### src/rtl/dac_out_pkg.sv
// rtl/dac_out_pkg.sv - shared types and sample conversion helpers for the DAC output formatter
package dac_out_pkg;

  typedef enum logic {IDLE, RUN} seq_state_t;

  // Where the channels of the frame currently being sequenced come from
  typedef enum logic [1:0] {SRC_FIFO, SRC_MID, SRC_RAMP} src_t;

  // DAC code representing zero signal
  function automatic logic [31:0] midscale(input int dacw, input int ob);
    return (ob != 0) ? (32'd1 << (dacw - 1)) : 32'd0;
  endfunction

  // Round half-up, saturate to the input range, keep the top dacw bits, optionally offset-binary
  function automatic logic [31:0] sat_round(input logic signed [31:0] x, input int dw,
                                            input int dacw, input int ob);
    logic signed [63:0] y;
    logic signed [63:0] hi;
    logic signed [63:0] lo;
    logic signed [63:0] q;
    logic [63:0]        mask;
    logic [31:0]        r;
    y = 64'(x);
    if (dw > dacw) y = y + (64'sd1 <<< (dw - dacw - 1));
    hi = (64'sd1 <<< (dw - 1)) - 64'sd1;
    lo = -(64'sd1 <<< (dw - 1));
    if (y > hi) y = hi;
    else if (y < lo) y = lo;
    q    = y >>> (dw - dacw);
    mask = (64'd1 << dacw) - 64'd1;
    r    = q[31:0] & mask[31:0];
    if (ob != 0) r[dacw-1] = ~r[dacw-1];
    return r;
  endfunction

endpackage

### src/rtl/dac_out_fifo.sv
// rtl/dac_out_fifo.sv - single-clock frame FIFO with full/empty/level
module dac_out_fifo #(
  parameter int W     = 32,
  parameter int DEPTH = 8
) (
  input  logic                       clk,
  input  logic                       rst,
  input  logic                       push,
  input  logic [W-1:0]               wr_data,
  input  logic                       pop,
  output logic [W-1:0]               rd_data,
  output logic                       full,
  output logic                       empty,
  output logic [$clog2(DEPTH):0]     level
);

  localparam int AW = $clog2(DEPTH);

  logic [W-1:0]  mem [DEPTH];
  logic [AW-1:0] wp;
  logic [AW-1:0] rp;

  // Storage array, not reset: contents are only visible through level
  always_ff @(posedge clk) begin
    if (push) mem[wp] <= wr_data;
  end

  // Pointers and occupancy; push and pop in one cycle leave level unchanged
  always_ff @(posedge clk) begin
    if (rst) begin
      wp    <= '0;
      rp    <= '0;
      level <= '0;
    end else begin
      if (push) wp <= wp + 1'b1;
      if (pop)  rp <= rp + 1'b1;
      case ({push, pop})
        2'b10:   level <= level + 1'b1;
        2'b01:   level <= level - 1'b1;
        default: level <= level;
      endcase
    end
  end

  assign rd_data = mem[rp];
  assign full    = (level == (AW+1)'(DEPTH));
  assign empty   = (level == '0);

endmodule

### src/rtl/dac_out_fmt.sv
// rtl/dac_out_fmt.sv - multi-channel DAC formatter (optional test ramp under DACOUT_RAMP_EN)
module dac_out_fmt
  import dac_out_pkg::*;
#(
  parameter int DW         = 16,
  parameter int DACW       = 14,
  parameter int NCH        = 2,
  parameter int DEPTH      = 8,
  parameter int OFFSET_BIN = 1
) (
  input  logic                                   clk,
  input  logic                                   rst,
  input  logic                                   en,
  input  logic [7:0]                             rate_div,
  input  logic                                   s_valid,
  output logic                                   s_ready,
  input  logic [NCH*DW-1:0]                      s_data,
  output logic [DACW-1:0]                        dac_data,
  output logic [((NCH > 1) ? $clog2(NCH) : 1)-1:0] dac_ch,
  output logic                                   dac_strobe,
  output logic                                   underrun,
  input  logic                                   underrun_clr,
`ifdef DACOUT_RAMP_EN
  input  logic                                   ramp_mode,
`endif
  output logic [$clog2(DEPTH):0]                 fifo_level
);

  localparam int CW = (NCH > 1) ? $clog2(NCH) : 1;
  localparam logic [DACW-1:0] MID = DACW'(midscale(DACW, OFFSET_BIN));

  logic [7:0]              cnt;
  logic                    tick;
  logic                    full;
  logic                    empty;
  logic                    push;
  logic                    pop;
  logic                    slot;
  logic                    ramp;
  logic [NCH*DW-1:0]       head;
  logic [NCH*DW-1:0]       frame;
  seq_state_t              state;
  src_t                    src;
  logic [CW-1:0]           ch;
  logic [CW-1:0]           nxt_ch;
  logic signed [DW-1:0]    sample;
  logic [DACW-1:0]         conv;

`ifdef DACOUT_RAMP_EN
  logic [DACW-1:0]         ramp_cnt;
  logic [DACW-1:0]         ramp_hold;
  assign ramp = ramp_mode;
`else
  assign ramp = 1'b0;
`endif

  // A tick is a slot boundary: either the first slot after IDLE or the one after the last channel
  assign tick    = en && (cnt == 8'd0);
  assign slot    = (state == IDLE) || (ch == CW'(NCH - 1));
  assign s_ready = !full && !ramp;
  assign push    = s_valid && s_ready;
  assign pop     = tick && slot && !empty && !ramp;

  dac_out_fifo #(.W(NCH*DW), .DEPTH(DEPTH)) u_fifo (
    .clk     (clk),
    .rst     (rst),
    .push    (push),
    .wr_data (s_data),
    .pop     (pop),
    .rd_data (head),
    .full    (full),
    .empty   (empty),
    .level   (fifo_level)
  );

  // Pick the sample for the next channel: FIFO head on a new frame, otherwise the held frame
  always_comb begin
    nxt_ch = slot ? '0 : ch + 1'b1;
    sample = slot ? head[DW-1:0] : frame[nxt_ch*DW +: DW];
    conv   = DACW'(sat_round(32'(sample), DW, DACW, OFFSET_BIN));
  end

  // Strobe-period counter; reloads the live rate_div whenever it expires or en is low
  always_ff @(posedge clk) begin
    if (rst || !en)       cnt <= rate_div;
    else if (cnt == 8'd0) cnt <= rate_div;
    else                  cnt <= cnt - 8'd1;
  end

  // Channel sequencer and registered DAC outputs; underrun set beats a same-cycle clear
  always_ff @(posedge clk) begin
    if (rst) begin
      state      <= IDLE;
      src        <= SRC_MID;
      ch         <= '0;
      frame      <= '0;
      dac_data   <= MID;
      dac_ch     <= '0;
      dac_strobe <= 1'b0;
      underrun   <= 1'b0;
`ifdef DACOUT_RAMP_EN
      ramp_cnt   <= '0;
      ramp_hold  <= '0;
`endif
    end else begin
      dac_strobe <= tick;
      if (underrun_clr) underrun <= 1'b0;
      if (tick) begin
        state  <= RUN;
        ch     <= nxt_ch;
        dac_ch <= nxt_ch;
        if (slot) begin
`ifdef DACOUT_RAMP_EN
          if (ramp) begin
            src       <= SRC_RAMP;
            ramp_hold <= ramp_cnt;
            ramp_cnt  <= ramp_cnt + 1'b1;
            dac_data  <= ramp_cnt;
          end else
`endif
          if (!empty) begin
            src      <= SRC_FIFO;
            frame    <= head;
            dac_data <= conv;
          end else begin
            src      <= SRC_MID;
            underrun <= 1'b1;
            dac_data <= MID;
          end
        end else begin
          case (src)
            SRC_FIFO: dac_data <= conv;
`ifdef DACOUT_RAMP_EN
            SRC_RAMP: dac_data <= ramp_hold;
`endif
            default:  dac_data <= MID;
          endcase
        end
      end
    end
  end

endmodule

### config.mk
export PLATFORM = sky130hd
export DESIGN_NAME = dac_out_fmt
export DESIGN_NICKNAME = d
export VERILOG_FILES = /design/src/rtl/dac_out_pkg.sv /design/src/rtl/dac_out_fifo.sv /design/src/rtl/dac_out_fmt.sv
export SDC_FILE = /design/constraint.sdc
export NUM_CORES = 1
export LEC_CHECK = 0
export CAP_MARGIN = 10
export CORE_ASPECT_RATIO = 0.75
export CORE_UTILIZATION = 45
export DETAILED_ROUTE_END_ITERATION = 6
export GPL_TIMING_DRIVEN = 0
export PLACE_DENSITY_LB_ADDON = 0.12
export SYNTH_ARGS = -nofsm -noshare
export SYNTH_HDL_FRONTEND = slang
export SYNTH_SLANG_ARGS = --single-unit
### constraint.sdc
create_clock -name clk -period 5.2 [get_ports clk]
set_input_delay 0.52 -clock clk [delete_from_list [all_inputs] [get_ports clk]]
set_output_delay 0.52 -clock clk [all_outputs]
set_load 0.005 [all_outputs]
* Yosys cells after proc, flatten, opt, wreduce, memory -nomap -nowiden *
Memories as Yosys holds them, arrays and structs flattened. A register that Yosys moved wholly into a read port is not among the register bits.
Cells that the tools add are included.

operators by class
  add/sub/neg operators = 7
  eq/ne operators = 3
  multiplexer cells = 19
  reduce and logical (&&, ||, !) cells = 15
  shift-type cells = 1
  $lt $le $gt $ge = 2
  bitwise logic cells = 3

operator list
  operator                                                                         number
  16-bit two-way mux                                                               3
  14-bit two-way mux                                                               3
  32-bit by 6-bit variable part select with 16-bit output                          1
  16-bit by 3-bit adder with 17-bit output (second input constant)                 1
  17-bit by 16-bit > comparator with 1-bit output (second input constant)          1
  17-bit by 16-bit less-than comparator with 1-bit output (second input constant)  1
  8-bit two-way mux                                                                2
  8-bit zero test                                                                  1
  1-bit two-way mux                                                                8
  4-bit case mux with 2 select lines                                               1
  8-bit by 1-bit subtractor with 8-bit output (second input constant)              1
  3-bit by 1-bit adder with 3-bit output (second input constant)                   2
  3-bit two-way mux                                                                2
  4-bit by 1-bit adder with 4-bit output (second input constant)                   1
  4-bit == test (second input constant)                                            1
  1-bit logical AND                                                                4
  4-bit zero test                                                                  1
  4-bit by 1-bit subtractor with 4-bit output (second input constant)              1
  1-bit zero test                                                                  3
  1-bit NOT                                                                        3
  3-bit AND reduction                                                              1
  2-bit by 1-bit == test with 1-bit output (second input constant)                 1
  2-bit == test (second input constant)                                            1
  2-bit zero test                                                                  1
  4 further kinds                                                                  5

storage, ports and cells
  input bits = 45
  output and inout bits = 22
  logic and storage cells = 62
  RAM bits = 256
  memories kept = 1
  register bits = 70

memory list
  memory      depth  width  rd ports  clocked after Yosys merged registers in  wr ports  RTL line            RTL
  u_fifo.mem  8      32     1         1                                        1         dac_out_fifo.sv:19  logic [W-1:0] mem [DEPTH];

* Depth between registers and ports, before layout *
Gate-level depths: netlist of run 1.

  depth after elaboration = 12
  mapped depth = 16

* Cells and area by module *
A second synthesis of run 1 with hierarchy kept.

unflattened totals
  cell total of the unflattened synthesis = 749
  area total of the unflattened synthesis = 12903.6 µm²

by module, submodules not included
  module        cells each  instances  area each (µm²)
  dac_out_fifo  440         1          10387.5
  dac_out_fmt   309         1          2516.2

* Worst setup path after synthesis of run 1 *
Ideal clock, no wire load.

  path kind = register to register
  start = reg u_fifo.level[0]
  end = mem u_fifo.mem[0][0] (enable)
  cell stages (with the launch flop) = 5
  period minus slack after synthesis = 4.401 ns
  setup slack = 0.799 ns
  setup time = 0.501 ns
  arrival time = 3.900 ns
  cell sequence = dfxtp_1 -> nor3_1 -> nand2_1 -> nand2_1 -> nor4_1

on the way
  longest elaborated chain between the ends = 5

RTL lines
  what                                     RTL line            RTL
  from (decl)                              dac_out_fifo.sv:14  output logic [$clog2(DEPTH):0] level
  from (signal assigned)                   dac_out_fifo.sv:38  2'b10: level <= level + 1'b1;
  from (signal assigned)                   dac_out_fifo.sv:39  2'b01: level <= level - 1'b1;
  from (signal assigned)                   dac_out_fifo.sv:40  default: level <= level;
  4-bit == test                            dac_out_fifo.sv:46  assign full = (level == (AW+1)'(DEPTH));
  1-bit zero test                          dac_out_fmt.sv:60   assign s_ready = !full && !ramp;
  net s_ready                              dac_out_fmt.sv:16   output logic s_ready,
  1-bit logical AND                        dac_out_fmt.sv:61   assign push = s_valid && s_ready;
  1-bit two-way mux                        dac_out_fifo.sv:25  if (push) mem[wp] <= wr_data;
  1-bit two-way mux (not written as such)  dac_out_fifo.sv:25
  to (decl)                                dac_out_fifo.sv:19

The timed path passes the listed nets, and every way through them passes these cells.

==> metrics.cfg, run 1 <==
[synth]
synthTopCellsByArea = edfxtp_1 (61%), dfxtp_1 (8.9%), mux4_2 (7.1%)
yosysMostFrequentCell = edfxtp_1
synthCells = 788
yosys_warnings = 0
synth_cell_types = 61
yosysTopAreaCell = edfxtp_1
synth_edf_count = 256
ys_seq_elements = 312
syn_avg_cell_area_um2 = 16.04
async_reset_ff_share_pct = 0
ys_seq_area_share_pct = 69.68
netlist_top_cells_count = edfxtp_1 (256), dfxtp_1 (56), nor2_1 (55), mux2i_1 (49), nand2_1 (45)
syn_nets = 842
synth.top_cell.area_share_pct = 60.81
syn_area_um2 = 12640
synth_flop_cell = edfxtp_1

[critical_path]
path_cells = buf_2 -> nor2_1 -> buf_2 -> a22o_1 -> o31a_1 -> inv_1 -> ha_1 -> nor4b_2 -> nand2_1 -> nor4_4 -> o21ai_1 -> a311oi_1 -> nor3_1
start_kind = register
cp.arrival_ns = 4.31
worst_path_max_delay_cell = nor4b_2
path_class = reg2reg
critPathRequiredTime_ns = 5.63
slowest_delay_ns = 0.70
cp_num_buf_inv = 3
crit_fanout = 10
crit_family = simple AND/OR/NAND/NOR gates
end_kind = register
crit_top_cell = buf_2

[cells_and_area]
area_growth_pct = 19.57
fillers = 2202
antenna_cells = 0
final_util_pct = 55.45
drive_gt1_share_pct = 17.84
finalNetCount = 965

[sta]
setup_ws_ns = 1.325
fin_crit_sh_pct = 74.51
setup_viol = 0
hold_ws_ns = 0.4309
finalHoldViolations = 0
fmax_mhz = 258.1
worst_pin_slew_ns = 1.089
fin_skew_ns = 0.01064
finalCriticalPeriod_ns = 3.875
slew_viol_final = 0
rsz0062_at_grt = no
relSlewSlack_pct = 27.41

[floorplanning]
die_w_um = 195.5
die_h_um = 147.2
core_area_um2 = 27260
initial_core_util_pct = 46.37
core.rowCount = 52
die_area_um2 = 28770
io_pins = 67

[route]
viasPerCell = 5.651
dr.pass1.iters = 5
detail-route-antenna-nets = 0
routed_wl_um = 28930
drc = 0
routedWlPerCell_um = 22.47
vias = 7273
dr.first_iter.drc_count = 617

[placed_design]
place_worst_setup_slack_ns = 1.368
gp_congestion = 0.8716
dp_hpwl_um = 20410
port-buffer-count = 65

[cts]
hold_buffers = 0
cts_resized = 0
cts_sinks = 312
clk_pin_slew_worst_paths_ns = 0.06
cts-root-buf = clkbuf_16
cts_tree = done
numCtsBuffers = 31
cts_max_path_buffers = 3
cts_setup_buffers = 0
clock_latency_ns = 0.57
cts_max_level = 1

[global_route]
grt_pass1_vias = 7449
antenna_found_initial = 0
grt_pass1_wl_um = 44640
grt_max_degree = 24
grt_use_total_pct = 20.80
gr-total-overflow = 0

[hold_path]
hp-class = in2reg

[power_and_ir_drop]
power_density_nw_per_um2 = 354.8
vdd_drop_max_v = 0.0002981
p_leak_nw = 4.785

[run_status]
outcome = finished clean

[flow_run]
maxCapViolations = 0

## sequential cells by signal (all words and copies together), names as in the netlist, named ones only
signal,flops
u_fifo.rp,3
u_fifo.wp,3
frame,16
state,1
ch,1
src,1
underrun,1
cnt,8
dac_strobe,1
dac_data,14
u_fifo.level,4
u_fifo.mem,256
## worst paths after layout
path / startpoint / to / slack [ns] / cells past startpoint
setup / recovery: register / dac_data[0]$_SDFFE_PP0P_ / 1.33 / 13
hold / removal: rst / dac_data[1]$_SDFFE_PP0P_ / 0.43 / 3
setup reg to reg: register / dac_data[0]$_SDFFE_PP0P_ / 1.33 / 13
hold reg to reg: dac_data[3]$_SDFFE_PP0P_ / dac_data[3]$_SDFFE_PP0P_ / 0.45 / 2
## logic make-up after synthesis
| logic type | count (synthesis) | synth area share [%] |
|---|---|---|
| muxes | 110 | 12.99 |
| DFF | 312 | 69.68 |
| and+or+nand+nor | 162 | 6.156 |
| xor gates and xnor gates | 21 | 1.455 |
| adders and majority gates | 9 | 0.9502 |
| buffers and inverters | 52 | 2.306 |
| AOI/OAI and AO/OA | 122 | 6.463 |
## metrics by stage
step	TNS (ns)	cell area [µm²]	power [W]	std cells
2_1_floorplan	0	12640	0.002959	788
3_3_place_gp	-277.95	13730	0.003072	1204
3_5_place_dp	0	14050	0.003095	1229
4_1_cts	0	15120	0.005412	1287
5_1_grt	0	15120	0.005531	1287
6_report	0	15120	0.005363	1287
## tightest hold or removal path, cell delays in order
cell and delay [ns]:
clkbuf_1 0.19, clkbuf_1 0.14, a21oi_1 0.10
## per-layer routing
metal  vias to the layer above  GRT usage [%]  part of all wire [%]
li1                       3324              -                     -
met5                         -              0                     0
met1                      3743          31.12                    49
met4                         0          4.331                   1.5
met3                        35          3.466                   4.7
met2                       171          32.14                    45
## final cells by class
| class | instances | area (µm²) | area share (%) |
|---|---|---|---|
| sequential | 312 | 8808 | 58.27 |
| multi-input combinational | 424 | 3591 | 23.76 |
| timing repair buffer | 90 | 920.9 | 6.092 |
| clock buffer | 37 | 798.3 | 5.281 |
| tap | 351 | 439.2 | 2.905 |
| clock inverter | 21 | 266.5 | 1.763 |
| buffer | 42 | 254.0 | 1.680 |
| inverter | 10 | 37.54 | 0.2483 |
## layout by cell type (no fill, tap or decap), types with 9 or more instances in the layout
cell / n
a211oi_1: 17
a21oi_1: 30
a22o_1: 9
buf_4: 11
buf_6: 15
clkbuf_1: 24
clkbuf_16: 31
clkdlybuf4s50_1: 65
dfxtp_1: 56
edfxtp_1: 256
inv_1: 9
mux2_2: 19
mux2i_1: 49
mux4_2: 40
nand2_1: 45
nand2b_1: 9
nor2_1: 52
o21ai_0: 18
o22ai_1: 10
o31a_1: 9
xnor2_1: 11
xor2_1: 10
## where the power goes
group	switching (W)	total, W	internal [W]
Sequential	0.0000207	0.00278	0.00276
Clock	0.000926	0.00232	0.00139
Combinational	0.000151	0.000260	0.000109
Total	0.00110	0.00536	0.00426
(Power assumes the default switching activity.)
==> run 2, diff against run 1 <==
==> constraint.sdc (replaced) <==
create_clock -name clk -period 3.4 [get_ports clk]
set_input_delay 0.34 -clock clk [delete_from_list [all_inputs] [get_ports clk]]
set_output_delay 0.34 -clock clk [all_outputs]
set_load 0.005 [all_outputs]
==> run 2 against run 1 <==
Net effect:
- cell count is 0.39% lower
- first-iteration DRC count shrank 17%
- non-clock buffer count decreased by 3
- clock power grew 50%
- die area stayed put
- wire length is 2.3% lower
- via count is 0.88% lower
- setup slack got worse by 1.2 ns
- sequential power increased by 53%
- clock skew rose by 0.0076 ns
- count of clock-buffer cells in the layout is the same
- global-route usage down 0.70 points
==> metrics.cfg, run 2 (synthesis gave the netlist of run 1 again) <==
[run_status]
outcome = finished clean

[placed_design]
place_worst_setup_slack_ns = -0.3428  ; -1.711 ns
dp_hpwl_um = 20010  ; -2.0%
port-buffer-count = 65  ; unchanged
dpl_cell_area_um2 = 14100  ; +0.34%
gp_congestion = 0.9388  ; +7.7%

[hold_path]
whs_path_depth = 3  ; unchanged
min_from = rst
hp-class = in2reg
whs_endpoint = dac_data[1]$_SDFFE_PP0P_

[critical_path]
worst_r2r_endpoint = dac_data[0]$_SDFFE_PP0P_
slowest_delay_ns = 0.38  ; -0.32 ns
path_cells = clkbuf_4 -> nor2_1 -> clkbuf_4 -> a22o_1 -> o31a_1 -> inv_1 -> ha_4 -> nor4b_4 -> buf_4 -> and3_1 -> o21bai_1 -> a222oi_1 -> a311oi_2 -> nor3_1
path_class = reg2reg
ff2ff_setup_slack_ns = 0.11  ; -1.22 ns
end_kind = register
rr_worst_depth = 14  ; +1
crit_fanout = 10  ; unchanged
start_kind = register
crit_top_cell = clkbuf_4
worst_path_max_delay_cell = a222oi_1
critPathRequiredTime_ns = 3.87  ; -1.76 ns
cp.arrival_ns = 3.76  ; -0.55 ns

[floorplanning]
core_area_um2 = 27260  ; unchanged
io_pins = 67  ; unchanged
core.rowCount = 52  ; unchanged
die_area_um2 = 28770  ; unchanged
die_h_um = 147.2  ; unchanged
die_w_um = 195.5  ; unchanged
initial_core_util_pct = 46.37  ; unchanged

[sta]
worst_pin_slew_ns = 1.041  ; -0.04755 ns
relSlewSlack_pct = 30.59  ; +3.2 points
finalHoldViolations = 0  ; unchanged
fmax_mhz = 303.9  ; +18%
fin_crit_sh_pct = 96.79  ; +22 points
setup_ws_ns = 0.1092  ; -1.216 ns
setup_viol = 0  ; unchanged
slew_viol_final = 0  ; unchanged
finalCriticalPeriod_ns = 3.291  ; -0.5838 ns
fin_skew_ns = 0.01823  ; +0.007590 ns

[route]
routedWlPerCell_um = 22.05  ; -1.9%
vias = 7209  ; -0.88%
viasPerCell = 5.623  ; -0.49%
detail-route-antenna-nets = 0  ; unchanged
routed_wl_um = 28270  ; -2.3%
drc = 0  ; unchanged
dr.pass1.iters = 5  ; unchanged
dr.first_iter.drc_count = 511  ; -17%

[cells_and_area]
final_common_cell = edfxtp_1
fillers = 2165  ; -1.7%
antenna_cells = 0  ; unchanged
top_register = u_fifo.mem
fin_area_um2 = 15220  ; +0.66%
final_util_pct = 55.82  ; +0.37 points
top_regs = u_fifo.mem (256), frame (16), dac_data (14)
area_growth_pct = 20.36
final_cell_mix = edfxtp_1 (256), clkdlybuf4s50_1 (65), dfxtp_1 (56)
finalNetCount = 961  ; -0.41%
largest_reg_flops = 256  ; unchanged
drive_gt1_share_pct = 18.47  ; +0.63 points

[power_and_ir_drop]
power_w = 0.008135  ; +52%
vdd_drop_max_v = 0.0004535  ; +52%
p_leak_nw = 4.810  ; +0.53%
power_density_nw_per_um2 = 534.6  ; +51%

[flow_run]
maxCapViolations = 0  ; unchanged

[cts]
numCtsBuffers = 30  ; -3.2%
clock_latency_ns = 0.56  ; about the same
cts_max_path_buffers = 3  ; unchanged
clk_pin_slew_worst_paths_ns = 0.06  ; about the same
cts_max_level = 1  ; unchanged
cts_tree = done
hold_buffers = 0  ; unchanged
cts_sinks = 312  ; unchanged
cts-root-buf = clkbuf_16

[global_route]
gr-total-overflow = 0  ; unchanged
grt_max_degree = 23  ; -4.2%
antenna_found_initial = 1  ; +1
grt_use_total_pct = 20.10  ; -0.70 points
grt_pass1_wl_um = 43430  ; -2.7%
grt_pass1_vias = 7267  ; -2.4%

-- run 2: changes by cell type in the layout (fill, tap and decap cells not counted), moves of 2 or more --
cell	before	now
a31oi_1	3	1
a31oi_2	1	3
buf_12	6	4
buf_16	0	4
buf_4	11	4
buf_6	15	17
clkbuf_1	24	22
clkbuf_4	0	3
clkinv_4	0	2
clkinvlp_4	2	0
-- run 2: worst max path at each step --
stage,slack [ns],startpoint,depth (start not counted),to
finish,0.11,register,14,dac_data[0]$_SDFFE_PP0P_
global route,-0.03,register,14,dac_data[0]$_SDFFE_PP0P_
CTS,0.03,register,14,dac_data[0]$_SDFFE_PP0P_
detailed placement,-0.34,register,13,dac_data[0]$_SDFFE_PP0P_
global placement,-3.00,s_valid,3,u_fifo.mem[2][11]$_DFFE_PP_
floorplan,-0.17,u_fifo.level[0]$_SDFFE_PP0P_,4,u_fifo.mem[2][0]$_DFFE_PP_
-- run 2: area by class of cell --
| class | instances | area, µm² | share of cell area (%) |
|---|---|---|---|
| inverters | 10 | 37.54 | 0.2467 |
| well taps | 351 | 439.2 | 2.886 |
| flip-flops and latches | 312 | 8808 | 57.89 |
| multi-input cells | 424 | 3656 | 24.03 |
| clock buffers | 37 | 777.0 | 5.107 |
| plain buffers | 41 | 261.5 | 1.719 |
| clock inverters | 19 | 260.3 | 1.710 |
| repair buffers | 88 | 975.9 | 6.414 |
-- run 2: critical path, delay by kind of cell (launching register included) --
| family | cells | cell delay [ns] |
|---|---|---|
| adder cells (fa/ha/maj) | 1 | 0.18 |
| AND/OR/NAND/NOR | 4 | 0.74 |
| AO/OA/AOI/OAI | 5 | 1.20 |
| flip-flops | 1 | 0.33 |
| buffers and inverters | 4 | 0.76 |
-- run 2: stage by stage --
stage	hold WS, ns	TNS, ns	instances
after floorplan	0.4389	-15.96	788
after global placement	0.4372	-474.90	1204
after detailed placement	0.4451	-2.716	1224
after CTS	0.2473	0	1281
after global routing	0.2918	-0.04774	1282
final	0.2805	0	1282
-- run 2: what timing repair did --
| item | CTS | global route |
|---|---|---|
| gates resized for setup | 2 | 16 |
| pin swaps | 0 | 3 |
| endpoints found under the setup margin | 13 | 12 |
| buffers inserted | 2 | 1 |
-- run 2: power by group --
| group | internal (W) | switching [W] | leakage (nW) |
|---|---|---|---|
| Sequential | 0.00422 | 0.0000345 | 2.78 |
| Clock | 0.00208 | 0.00139 | 0.510 |
| Combinational | 0.000173 | 0.000234 | 1.52 |
| Total | 0.00648 | 0.00166 | 4.81 |
-- run 2: layer usage --
layer  vias to the layer above  wire (µm)  GRT usage [%]
li1                       3313          -              -
met4                         2        732          5.197
met1                      3613      13610          30.29
met3                        58       1552          3.535
met2                       223      12360          30.20
met5                         -         17              0
